==> config.mk <==
export PLATFORM = sky130hd
export DESIGN_NAME = l1tlb_l2req_tracker
export DESIGN_NICKNAME = d
export VERILOG_FILES = /design/src/rtl/l1tlb_l2req_tracker_pkg.sv /design/src/rtl/l1tlb_l2req_tracker_fflop.sv /design/src/rtl/l1tlb_l2req_tracker_prio_enc.sv /design/src/rtl/l1tlb_l2req_tracker.sv
export SDC_FILE = /design/constraint.sdc
export NUM_CORES = 1
export LEC_CHECK = 0
export ABC_CLOCK_PERIOD_IN_PS = 8710
export CAP_MARGIN = 15
export CORE_AREA = 2 2 186 188
export DETAILED_ROUTE_END_ITERATION = 10
export DIE_AREA = 0 0 188 190
export PLACE_DENSITY = 0.55
export SETUP_SLACK_MARGIN = 0.5
export SYNTH_ARGS = -nofsm -noshare
export SYNTH_HDL_FRONTEND = slang
export SYNTH_SLANG_ARGS = --single-unit
==> constraint.sdc <==
create_clock -name clk -period 8.71 [get_ports clk]
set_input_delay 1.742 -clock clk [delete_from_list [all_inputs] [get_ports clk]]
set_output_delay 1.742 -clock clk [all_outputs]
set_load 0.01 [all_outputs]
==> src/rtl/l1tlb_l2req_tracker_pkg.sv <==
// Shared types for the L1TLB <-> L2TLB miss-tracking path.
package l1tlb_l2req_tracker_pkg;

  localparam int L1TLB_NREQ   = 4;
  // rid field width in every message; wide enough for NREQ up to 16 and for
  // snoop rids that are not entry rids at all (they are only echoed in the sack)
  localparam int L1TLB_RID_FW = 4;

  typedef logic [11:0]             SC_hpaddr_type;
  typedef logic [11:0]             SC_ppaddr_type;
  typedef logic [7:0]              SC_dctlbe_type;
  typedef logic [L1TLB_RID_FW-1:0] SC_rid_type;

  typedef struct packed {
    SC_rid_type    rid;
    SC_hpaddr_type hpaddr;
  } I_l1tlbtol2tlb_req_type;

  typedef struct packed {
    SC_rid_type    rid;
    SC_hpaddr_type hpaddr;
    SC_ppaddr_type ppaddr;
    SC_dctlbe_type dctlbe;
  } I_l2tlbtol1tlb_ack_type;

  typedef struct packed {
    SC_rid_type    rid;
    SC_hpaddr_type hpaddr;
  } I_l2tlbtol1tlb_snoop_type;

  typedef struct packed {
    SC_rid_type rid;
  } I_l1tlbtol2tlb_sack_type;

  // payload carried by the fill output stage
  typedef struct packed {
    SC_hpaddr_type hpaddr;
    SC_ppaddr_type ppaddr;
    SC_dctlbe_type dctlbe;
  } L1TLB_fill_type;

endpackage

==> src/rtl/l1tlb_l2req_tracker_fflop.sv <==
// Single-entry valid/retry output register. Loads whenever it is empty or its
// current contents leave this cycle, so a stream can pass at full rate.
module l1tlb_fflop #(
  parameter int W = 8
) (
  input  logic         clk,
  input  logic         reset,
  input  logic         din_valid,
  output logic         din_retry,
  input  logic [W-1:0] din,
  output logic         dout_valid,
  input  logic         dout_retry,
  output logic [W-1:0] dout
);

  logic         valid_reg;
  logic [W-1:0] data_reg;

  assign din_retry  = valid_reg && dout_retry;
  assign dout_valid = valid_reg;
  assign dout       = data_reg;

  // hold while the consumer retries, otherwise take the next input
  always_ff @(posedge clk or posedge reset) begin
    if (reset) begin
      valid_reg <= 1'b0;
      data_reg  <= '0;
    end else if (!din_retry) begin
      valid_reg <= din_valid;
      if (din_valid) data_reg <= din;
    end
  end

endmodule

==> src/rtl/l1tlb_l2req_tracker_prio_enc.sv <==
// Lowest-index select: returns the index of the lowest set request bit.
module l1tlb_prio_enc #(
  parameter int N  = 4,
  parameter int IW = 2
) (
  input  logic [N-1:0]  req,
  output logic [IW-1:0] idx,
  output logic          any
);

  // scan from the top so the lowest set bit wins
  always_comb begin
    idx = '0;
    any = |req;
    for (int i = N - 1; i >= 0; i--) begin
      if (req[i]) idx = IW'(i);
    end
  end

endmodule

==> src/rtl/l1tlb_l2req_tracker.sv <==
// L1TLB miss tracker: allocates rids for misses, issues L2TLB requests, turns
// acks into L1TLB fills, and handles L2TLB snoops (invalidate + cancel + sack).
module l1tlb_l2req_tracker
  import l1tlb_l2req_tracker_pkg::*;
#(
  parameter int NREQ  = L1TLB_NREQ,
  parameter int RID_W = $clog2(NREQ)
) (
  input  logic                     clk,
  input  logic                     reset,
  input  logic                     miss_valid,
  output logic                     miss_retry,
  input  SC_hpaddr_type            miss_hpaddr,
  output logic                     fill_valid,
  input  logic                     fill_retry,
  output SC_hpaddr_type            fill_hpaddr,
  output SC_ppaddr_type            fill_ppaddr,
  output SC_dctlbe_type            fill_dctlbe,
  output logic                     inv_valid,
  output SC_hpaddr_type            inv_hpaddr,
  output logic                     l1tlbtol2tlb_req_valid,
  input  logic                     l1tlbtol2tlb_req_retry,
  output I_l1tlbtol2tlb_req_type   l1tlbtol2tlb_req,
  input  logic                     l2tlbtol1tlb_ack_valid,
  output logic                     l2tlbtol1tlb_ack_retry,
  input  I_l2tlbtol1tlb_ack_type   l2tlbtol1tlb_ack,
  input  logic                     l2tlbtol1tlb_snoop_valid,
  output logic                     l2tlbtol1tlb_snoop_retry,
  input  I_l2tlbtol1tlb_snoop_type l2tlbtol1tlb_snoop,
  output logic                     l1tlbtol2tlb_sack_valid,
  input  logic                     l1tlbtol2tlb_sack_retry,
  output I_l1tlbtol2tlb_sack_type  l1tlbtol2tlb_sack
);

  typedef enum logic [1:0] {FREE, SEND, WAIT, FILL} ent_state_e;

  localparam logic [NREQ-1:0] ONE = NREQ'(1);

  logic [NREQ-1:0] free_vec, send_vec, fill_vec, merge_vec, snoop_vec;
  logic [NREQ-1:0] alloc_vec, req_take_vec, ack_vec, fill_take_vec;
  SC_hpaddr_type   ent_hpaddr [NREQ];
  SC_ppaddr_type   ent_ppaddr [NREQ];
  SC_dctlbe_type   ent_dctlbe [NREQ];

  logic             alloc_any, send_any, fill_any;
  logic [RID_W-1:0] alloc_idx, send_idx, fill_idx, ack_idx;
  logic             miss_fire, merge_hit, snoop_fire, ack_rid_ok, ack_matched;
  logic             req_din_retry, fill_din_retry, sack_din_retry;
  logic             sack_pend_reg, inv_valid_reg;
  SC_rid_type       sack_rid_reg;
  SC_hpaddr_type    inv_hpaddr_reg;
  I_l1tlbtol2tlb_req_type  req_din;
  I_l1tlbtol2tlb_sack_type sack_din;
  L1TLB_fill_type          fill_din, fill_dout;

  // ---------------- global decode ----------------
  assign snoop_fire = l2tlbtol1tlb_snoop_valid && !l2tlbtol1tlb_snoop_retry;
  assign merge_hit  = |merge_vec;
  assign miss_retry = !merge_hit && !alloc_any;
  assign miss_fire  = miss_valid && !miss_retry;
  assign alloc_vec  = (miss_fire && !merge_hit) ? (ONE << alloc_idx) : '0;

  assign ack_idx     = l2tlbtol1tlb_ack.rid[RID_W-1:0];
  assign ack_rid_ok  = (l2tlbtol1tlb_ack.rid >> RID_W) == '0;
  assign ack_matched = |ack_vec;
  assign l2tlbtol1tlb_ack_retry = 1'b0;

  assign req_take_vec  = (send_any && !req_din_retry) ? (ONE << send_idx) : '0;
  assign fill_take_vec = (fill_any && !fill_din_retry) ? (ONE << fill_idx) : '0;

  l1tlb_prio_enc #(.N(NREQ), .IW(RID_W)) u_alloc_enc (.req(free_vec), .idx(alloc_idx), .any(alloc_any));
  l1tlb_prio_enc #(.N(NREQ), .IW(RID_W)) u_send_enc  (.req(send_vec), .idx(send_idx),  .any(send_any));
  l1tlb_prio_enc #(.N(NREQ), .IW(RID_W)) u_fill_enc  (.req(fill_vec), .idx(fill_idx),  .any(fill_any));

  // ---------------- per-entry FSMs ----------------
  for (genvar gi = 0; gi < NREQ; gi++) begin : g_ent
    ent_state_e    state_reg, state_next;
    logic          stale_reg, stale_next;
    SC_hpaddr_type hpaddr_reg, hpaddr_next;
    SC_ppaddr_type ppaddr_reg, ppaddr_next;
    SC_dctlbe_type dctlbe_reg, dctlbe_next;
    logic          is_free, is_send, is_live, is_fillable;

    // state register
    always_ff @(posedge clk or posedge reset) begin
      if (reset) begin
        state_reg  <= FREE;
        stale_reg  <= 1'b0;
        hpaddr_reg <= '0;
        ppaddr_reg <= '0;
        dctlbe_reg <= '0;
      end else begin
        state_reg  <= state_next;
        stale_reg  <= stale_next;
        hpaddr_reg <= hpaddr_next;
        ppaddr_reg <= ppaddr_next;
        dctlbe_reg <= dctlbe_next;
      end
    end

    // next state: a stale entry in FILL is dropped without producing a fill
    always_comb begin
      state_next  = state_reg;
      stale_next  = stale_reg;
      hpaddr_next = hpaddr_reg;
      ppaddr_next = ppaddr_reg;
      dctlbe_next = dctlbe_reg;
      case (state_reg)
        FREE: if (alloc_vec[gi]) begin
          state_next  = SEND;
          stale_next  = 1'b0;
          hpaddr_next = miss_hpaddr;
        end
        SEND: if (req_take_vec[gi]) state_next = WAIT;
        WAIT: if (ack_vec[gi]) begin
          state_next  = FILL;
          ppaddr_next = l2tlbtol1tlb_ack.ppaddr;
          dctlbe_next = l2tlbtol1tlb_ack.dctlbe;
        end
        FILL: if (stale_reg || fill_take_vec[gi]) state_next = FREE;
        default: state_next = FREE;
      endcase
      if (snoop_vec[gi]) stale_next = 1'b1;
    end

    // entry status decode
    always_comb begin
      is_free     = (state_reg == FREE);
      is_send     = (state_reg == SEND);
      is_live     = (state_reg != FREE);
      // a fill for a page being snooped this cycle must not reach the array
      is_fillable = (state_reg == FILL) && !stale_reg &&
                    !(snoop_fire && hpaddr_reg == l2tlbtol1tlb_snoop.hpaddr);
    end

    assign free_vec[gi]  = is_free;
    assign send_vec[gi]  = is_send;
    assign fill_vec[gi]  = is_fillable;
    assign snoop_vec[gi] = snoop_fire && is_live && (hpaddr_reg == l2tlbtol1tlb_snoop.hpaddr);
    // a snoop in the same cycle wins, so the miss then allocates a fresh entry
    assign merge_vec[gi] = is_live && !stale_reg && (hpaddr_reg == miss_hpaddr) && !snoop_vec[gi];
    assign ack_vec[gi]   = l2tlbtol1tlb_ack_valid && ack_rid_ok &&
                           (ack_idx == RID_W'(gi)) && (state_reg == WAIT);
    assign ent_hpaddr[gi] = hpaddr_reg;
    assign ent_ppaddr[gi] = ppaddr_reg;
    assign ent_dctlbe[gi] = dctlbe_reg;
  end

  // ---------------- request output ----------------
  always_comb begin
    req_din.rid    = L1TLB_RID_FW'(send_idx);
    req_din.hpaddr = ent_hpaddr[send_idx];
  end

  l1tlb_fflop #(.W($bits(I_l1tlbtol2tlb_req_type))) u_req_ff (
    .clk, .reset,
    .din_valid(send_any), .din_retry(req_din_retry), .din(req_din),
    .dout_valid(l1tlbtol2tlb_req_valid), .dout_retry(l1tlbtol2tlb_req_retry),
    .dout(l1tlbtol2tlb_req)
  );

  // ---------------- fill output ----------------
  always_comb begin
    fill_din.hpaddr = ent_hpaddr[fill_idx];
    fill_din.ppaddr = ent_ppaddr[fill_idx];
    fill_din.dctlbe = ent_dctlbe[fill_idx];
  end

  l1tlb_fflop #(.W($bits(L1TLB_fill_type))) u_fill_ff (
    .clk, .reset,
    .din_valid(fill_any), .din_retry(fill_din_retry), .din(fill_din),
    .dout_valid(fill_valid), .dout_retry(fill_retry), .dout(fill_dout)
  );

  assign fill_hpaddr = fill_dout.hpaddr;
  assign fill_ppaddr = fill_dout.ppaddr;
  assign fill_dctlbe = fill_dout.dctlbe;

  // ---------------- snoop: invalidate pulse and sack ----------------
  // only one snoop in flight: blocked while its sack is queued or presented
  assign l2tlbtol1tlb_snoop_retry = sack_pend_reg || l1tlbtol2tlb_sack_valid;
  assign inv_valid  = inv_valid_reg;
  assign inv_hpaddr = inv_hpaddr_reg;
  assign sack_din.rid = sack_rid_reg;

  // one-cycle invalidate and pending-sack capture for an accepted snoop
  always_ff @(posedge clk or posedge reset) begin
    if (reset) begin
      inv_valid_reg  <= 1'b0;
      inv_hpaddr_reg <= '0;
      sack_pend_reg  <= 1'b0;
      sack_rid_reg   <= '0;
    end else begin
      inv_valid_reg <= snoop_fire;
      if (snoop_fire) begin
        inv_hpaddr_reg <= l2tlbtol1tlb_snoop.hpaddr;
        sack_pend_reg  <= 1'b1;
        sack_rid_reg   <= l2tlbtol1tlb_snoop.rid;
      end else if (!sack_din_retry) begin
        sack_pend_reg  <= 1'b0;
      end
    end
  end

  l1tlb_fflop #(.W($bits(I_l1tlbtol2tlb_sack_type))) u_sack_ff (
    .clk, .reset,
    .din_valid(sack_pend_reg), .din_retry(sack_din_retry), .din(sack_din),
    .dout_valid(l1tlbtol2tlb_sack_valid), .dout_retry(l1tlbtol2tlb_sack_retry),
    .dout(l1tlbtol2tlb_sack)
  );

  // an ack must target a WAIT entry with the page that entry requested
  a_ack_to_wait: assert property (@(posedge clk) disable iff (reset)
    l2tlbtol1tlb_ack_valid |-> (ack_matched && ent_hpaddr[ack_idx] == l2tlbtol1tlb_ack.hpaddr));

endmodule

# --- Word-level counts from Yosys, hierarchy flattened ---
# Index checks and enable logic that the tools add are counted.
totals:
  reg_bits: 211
  input_bits: 72
  output_inout_bits: 71
  wordCells: 255
classes:
  order_cmp: 2
  eq_ne: 40
  shifts: 3
  mux: 61
  n_bitwise: 5
  reduce_logical: 114
ops:
  columns: ["cell", "n"]
  rows:
  - ["12-bit == test", 8]
  - ["12-bit binary-select mux with 2-bit select", 3]
  - ["12-bit two-way mux", 6]
  - ["2-bit two-way mux", 28]
  - ["1-bit logical AND", 50]
  - ["2-bit inequality test, second input constant", 17]
  - ["2-bit case mux with 4 select lines", 4]
  - ["2-bit AND reduction", 15]
  - ["2-bit nonzero test", 12]
  - ["2-bit == test, second input constant", 10]
  - ["1-bit logical NOT", 18]
  - ["8-bit binary-select mux with 2-bit select", 1]
  - ["8-bit two-way mux", 2]
  - ["4-bit AND reduction", 4]
  - ["4-bit OR reduction", 4]
  - ["1-bit two-way mux", 14]
  - ["4-bit two-way mux", 3]
  - ["1-bit by 2-bit left shift with 4-bit output, first input constant", 3]
  - ["2-bit by 1-bit == test with 1-bit output, second input constant", 5]
  - ["2-bit logical NOT", 5]
  - ["3-bit >= comparator, second input constant", 2]
  - ["2-bit NOT with 3-bit output", 2]
  - ["1-bit logical OR", 5]
  - ["4-bit logical NOT", 1]
  - ["1-bit NOT", 3]

# --- Longest topological paths before layout ---
logic_depth:
  word_depth: 17
  ltp_mapped: 12
  ltp_nobuf: 9

# --- Hierarchy ---
# From an unflattened synthesis, not the netlist that was laid out.
unflattened:
  cells_unflattened: 782
  area_unflattened_um2: 11121.9
modules_own_cells:
  columns: ["module", "instances", "cells_per_inst", "area_per_inst_um2", "seq_area_each_um2"]
  rows:
  - ["l1tlb_l2req_tracker", 1, 638, 8858.5, 3953.8]
  - ["l1tlb_fflop at u_fill_ff", 1, 72, 1255.0, 825.8]
  - ["l1tlb_fflop at u_req_ff", 1, 38, 698.2, 425.4]
  - ["l1tlb_fflop at u_sack_ff", 1, 13, 205.2, 125.1]
  - ["l1tlb_prio_enc", 3, 7, 35.0, 0.0]

# --- Least setup slack after synthesis ---
# Ideal clock, no wire load.
synth_timing:
  kind: "input to output"
  startpoint: "in l2tlbtol1tlb_snoop[7] (netlist bit)"
  endpoint: "out miss_retry"
  arrival_ns: 3.399
  required_ns: 6.968
  slack_ns: 3.569
  path_stages: 8
  n_path_buf: 2
  cell_sequence: "buf_2 > xnor2_1 > nand4_1 > or4_1 > clkbuf_1 > a22o_1 > a21oi_2 > and4b_1"
synth_between:
  elab_chain_cells: 7
  elab_cells_between_ends: 19
  cone_classes: "4 x eq/ne; 15 x reduce/logical"
synth_rtl:
  columns: ["item", "line", "text"]
  rows:
  - ["start: declaration", "l1tlb_l2req_tracker.sv:29", "input I_l2tlbtol1tlb_snoop_type l2tlbtol1tlb_snoop,"]
  - ["12-bit == test", "l1tlb_l2req_tracker.sv:139", "assign snoop_vec[gi] = snoop_fire && is_live && (hpaddr_reg == l2tlbtol1tlb_snoop.hpaddr);"]
  - ["1-bit logical AND", "l1tlb_l2req_tracker.sv:139", null]
  - ["1-bit logical NOT", "l1tlb_l2req_tracker.sv:141", "assign merge_vec[gi] = is_live && !stale_reg && (hpaddr_reg == miss_hpaddr) && !snoop_vec[gi];"]
  - ["1-bit logical AND", "l1tlb_l2req_tracker.sv:141", null]
  - ["4-bit OR reduction (*)", "l1tlb_l2req_tracker.sv:58", "assign merge_hit = |merge_vec;"]
  - ["1-bit logical NOT (*)", "l1tlb_l2req_tracker.sv:59", "assign miss_retry = !merge_hit && !alloc_any;"]
  - ["1-bit logical AND (*)", "l1tlb_l2req_tracker.sv:59", null]
  - ["end: declaration", "l1tlb_l2req_tracker.sv:12", "output logic miss_retry,"]
# Every way passes the cells marked *; elsewhere a longest branch is shown, timed or not.

# --- Worst setup path in the final report ---
layout_timing:
  startpoint: "in l2tlbtol1tlb_snoop[9] (netlist bit)"
  endpoint: "out miss_retry"
# The elaborated chain is that of the path after synthesis.

==> impl_metrics.csv <==
group,metric,value,unit
logic_synthesis,synth_seq_area_share,49.28,%
place,port_buffers,127,
global_routing,grt_pass1_wl,46.72,mm
cts,cts_htree_levels,1,
floorplanning,placementRows,68,
final_layout,antenna_cells,0,
logic_synthesis,async_reset_ff_share,100.0,%
final_layout,syn2layout_area_growth,21.18,%
logic_synthesis,netlist_instances,950,
sta,worst_slew_pin_slew,1143,ps
power_and_ir_drop,switching_share,39.03,%
setup_path,cpMostUsedCell,"clkdlybuf4s50_1",
drt,drt_iter0_markers,598,
power_and_ir_drop,p_int,3.157,mW
setup_path,worst_setup_path_end_kind,"output port",
logic_synthesis,yosysTopAreaCellShare,49.28,%
sta,slew_headroom,23.61,%
cts,tritoncts,"built",
logic_synthesis,synth_top_family_by_area,"multiplexers",
cts,postCtsHoldBufs,0,
cts,cts_buffers,24,
logic_synthesis,synth_edf_count,0,
floorplanning,die_height,190,um
global_routing,antenna_found_initial,2,
power_and_ir_drop,leakage,5.402,nW
global_routing,grtUsageTotal,16.76,%
setup_path,cp_max_fo,6,
power_and_ir_drop,power_density,398.8,nW/um2
logic_synthesis,synth_common_cells,"dfrtp_1 (211), mux2_2 (139), xnor2_1 (93)",
logic_synthesis,synth_fa_ha_area_share,1.869,%
power_and_ir_drop,power_frac_clock,18.3,%
sta,slew_viol_final,0,
job,drv_cap,0,
power_and_ir_drop,peakVddDrop,0.1707,mV
setup_path,critPathMaxStageDelay,640,ps
global_routing,grt_pass1_vias,7770,
logic_synthesis,synth_warnings,0,
cts,cts_setup_buffers,0,
logic_synthesis,synth_top_cell_by_area,"dfrtp_1",
logic_synthesis,synthSimpleGateAreaFrac,10.71,%
power_and_ir_drop,seqPwrFrac,36.1,%
setup_path,cp.required,6970,ps
floorplanning,dieArea,35720,um2
logic_synthesis,synth.area.top_cells,"dfrtp_1 (49%), mux2_2 (15%), xnor2_1 (7.6%)",
setup_path,critical_path_class,"in2out",
cts,cts_sinks,211,
hold_path,hold_class,"reg2reg",
final_layout,nNetsFinal,1127,
cts,ctsResizeCount,0,
logic_synthesis,synthXorXnorAreaFrac,7.848,%
logic_synthesis,ys_seq_elements,211,
outcome,status,"complete, no violations",
setup_path,worstPathArrival,4710,ps
drt,wl_per_cell,19.88,um
drt,drc,0,
logic_synthesis,ys_types,67,
sta,finalHoldViolations,0,
drt,viasPerCell,5.076,
logic_synthesis,syn_area,10710,um2
floorplanning,core-area,33950,um2
logic_synthesis,yosysMostFrequentCell,"dfrtp_1",
place,place.gp.congestion,0.8586,
sta,setup_violations,0,
cts,clk-insertion-delay-late,530,ps
setup_path,slowest_stage,"or4_1",
cts,clk_root_buffer_cell,"clkbuf_16",
drt,drt_first_pass_iters,5,
sta,finalSetupTns,0,ps
logic_synthesis,synth_compound_gate_area_share,9.506,%
drt,antenna_left,0,
floorplanning,start_util,31.56,%
final_layout,fin_util,38.25,%
sta,finalCriticalPeriod,6450,ps
logic_synthesis,muxShareOfSynthArea,16.33,%
setup_path,worstPathCellList,"clkdlybuf4s50_1 -> xnor2_1 -> nand4_1 -> or4_1 -> a22o_1 -> a21oi_2 -> and4b_1 -> clkdlybuf4s50_1",
sta,fin_worst_skew,16.65,ps
sta,grt_setup_unrepaired,"false",
setup_path,crit_family,"buffers and inverters",
setup_path,cp-start-kind,"input port",
drt,vias,7645,
setup_path,path_buf_inv,2,
power_and_ir_drop,p_comb_share,45.6,%
logic_synthesis,ys.flop_type,"dfrtp_1",
sta,post-route-period-util,74.06,%
power_and_ir_drop,power_switching,2.021,mW
floorplanning,io_pins,143,
cts,cts.clk_slew.worst_paths,60,ps
global_routing,grt_max_degree,105,
cts,cts.path.max_buffers,3,
place,dpl.hpwl,20.18,mm
global_routing,grt-ovfl-total,0,
logic_synthesis,synth.avg_cell_area,11.28,um2
floorplanning,die_w,188,um
drt,drt-total-wl,29.93,mm
final_layout,drive_above_1_share,20.36,%
sta,timing.fmax,155.0,MHz
==> cell usage in the layout, fill, tap and decap left out, types with 5 or more instances in the layout <==
cell,n
buf_4,8
a221oi_1,5
o22ai_1,6
xnor2_1,93
mux2_2,139
nand3_1,28
inv_1,16
nor2_1,77
clkdlybuf4s50_1,127
a22oi_1,7
a21oi_1,5
dfrtp_1,211
o21ai_0,32
a222oi_1,24
nand2_1,83
mux2_4,10
ha_1,16
or3_1,7
clkbuf_16,24
nand4_1,19
a31oi_1,27
clkbuf_8,5
==> power by group through the flow <==
stage               sequential (mW)  clock (mW)  combinational [mW]
floorplan                      1.82           0                1.55
global placement               1.87           0                2.35
detailed placement             1.88           0                2.38
CTS                            1.87       0.978                2.39
global route                   1.94        1.02                2.59
finish                         1.87       0.949                2.36
==> worst paths after layout <==
check | start | endpoint | slack [ps] | cells past startpoint
min | u_req_ff.dout[4] | u_req_ff.dout[4] | 480 | 2
max in group asynchronous | reset | u_req_ff.dout[6] | 5710 | 3
min in group asynchronous | reset | g_ent[2].dctlbe_reg[3] | 1720 | 2
max | l2tlbtol1tlb_snoop[9] | miss_retry | 2260 | 8
min reg2reg | u_req_ff.dout[4] | u_req_ff.dout[4] | 480 | 2
max reg2reg | u_sack_ff.dout_valid | g_ent[1].state_reg[1] | 5060 | 9
==> final cells by class <==
type | instances | area (um2)
well taps | 455 | 569.3
clock inverters | 6 | 46.29
inverters | 17 | 71.32
clock buffers | 32 | 680.7
fillers | 3339 | 20960
flip-flops and latches | 211 | 5280
repair buffers | 135 | 1331
multi-input cells | 650 | 5005
==> per-layer routing <==
| layer | routed length (um) | up-vias | global-route usage, % |
|---|---|---|---|
| met5 | 30 | - | 0 |
| met4 | 563 | 4 | 3.816 |
| met3 | 2137 | 48 | 3.708 |
| met2 | 13890 | 243 | 27.41 |
| met1 | 13320 | 3801 | 22.69 |
| li1 | - | 3549 | - |
==> through the flow <==
step / area (um2) / setup slack, ps / hold WS, ps / total power, mW / instances
after detailed placement: 12260 / 2248 / 470.8 / 4.259 / 1468
after global routing: 12980 / 2173 / 498.0 / 5.546 / 1506
after floorplan: 10720 / 1202 / 465.5 / 3.369 / 952
after global placement: 12260 / 2264 / 465.6 / 4.218 / 1468
after CTS: 12980 / 2248 / 484.2 / 5.233 / 1506
final: 12980 / 2260 / 475.6 / 5.177 / 1506
==> worst min-delay path, delay by kind of cell, from the launching register on <==
family	cells	cell delay, ps
and+or+nand+nor	1	50
DFF	1	340
AOI/OAI and AO/OA	1	60
==> logic make-up (layout without fill, tap and decap cells) <==
group / count (synthesis) / after routing
buffers and inverters: 91 / 190
muxes: 152 / 152
AOI/OAI and AO/OA: 137 / 137
and+or+nand+nor: 246 / 246
other: 1 / 3
xor gates and xnor gates: 96 / 96
DFF: 211 / 211
adders and majority gates: 16 / 16
Power figures use the tool's default switching activity.
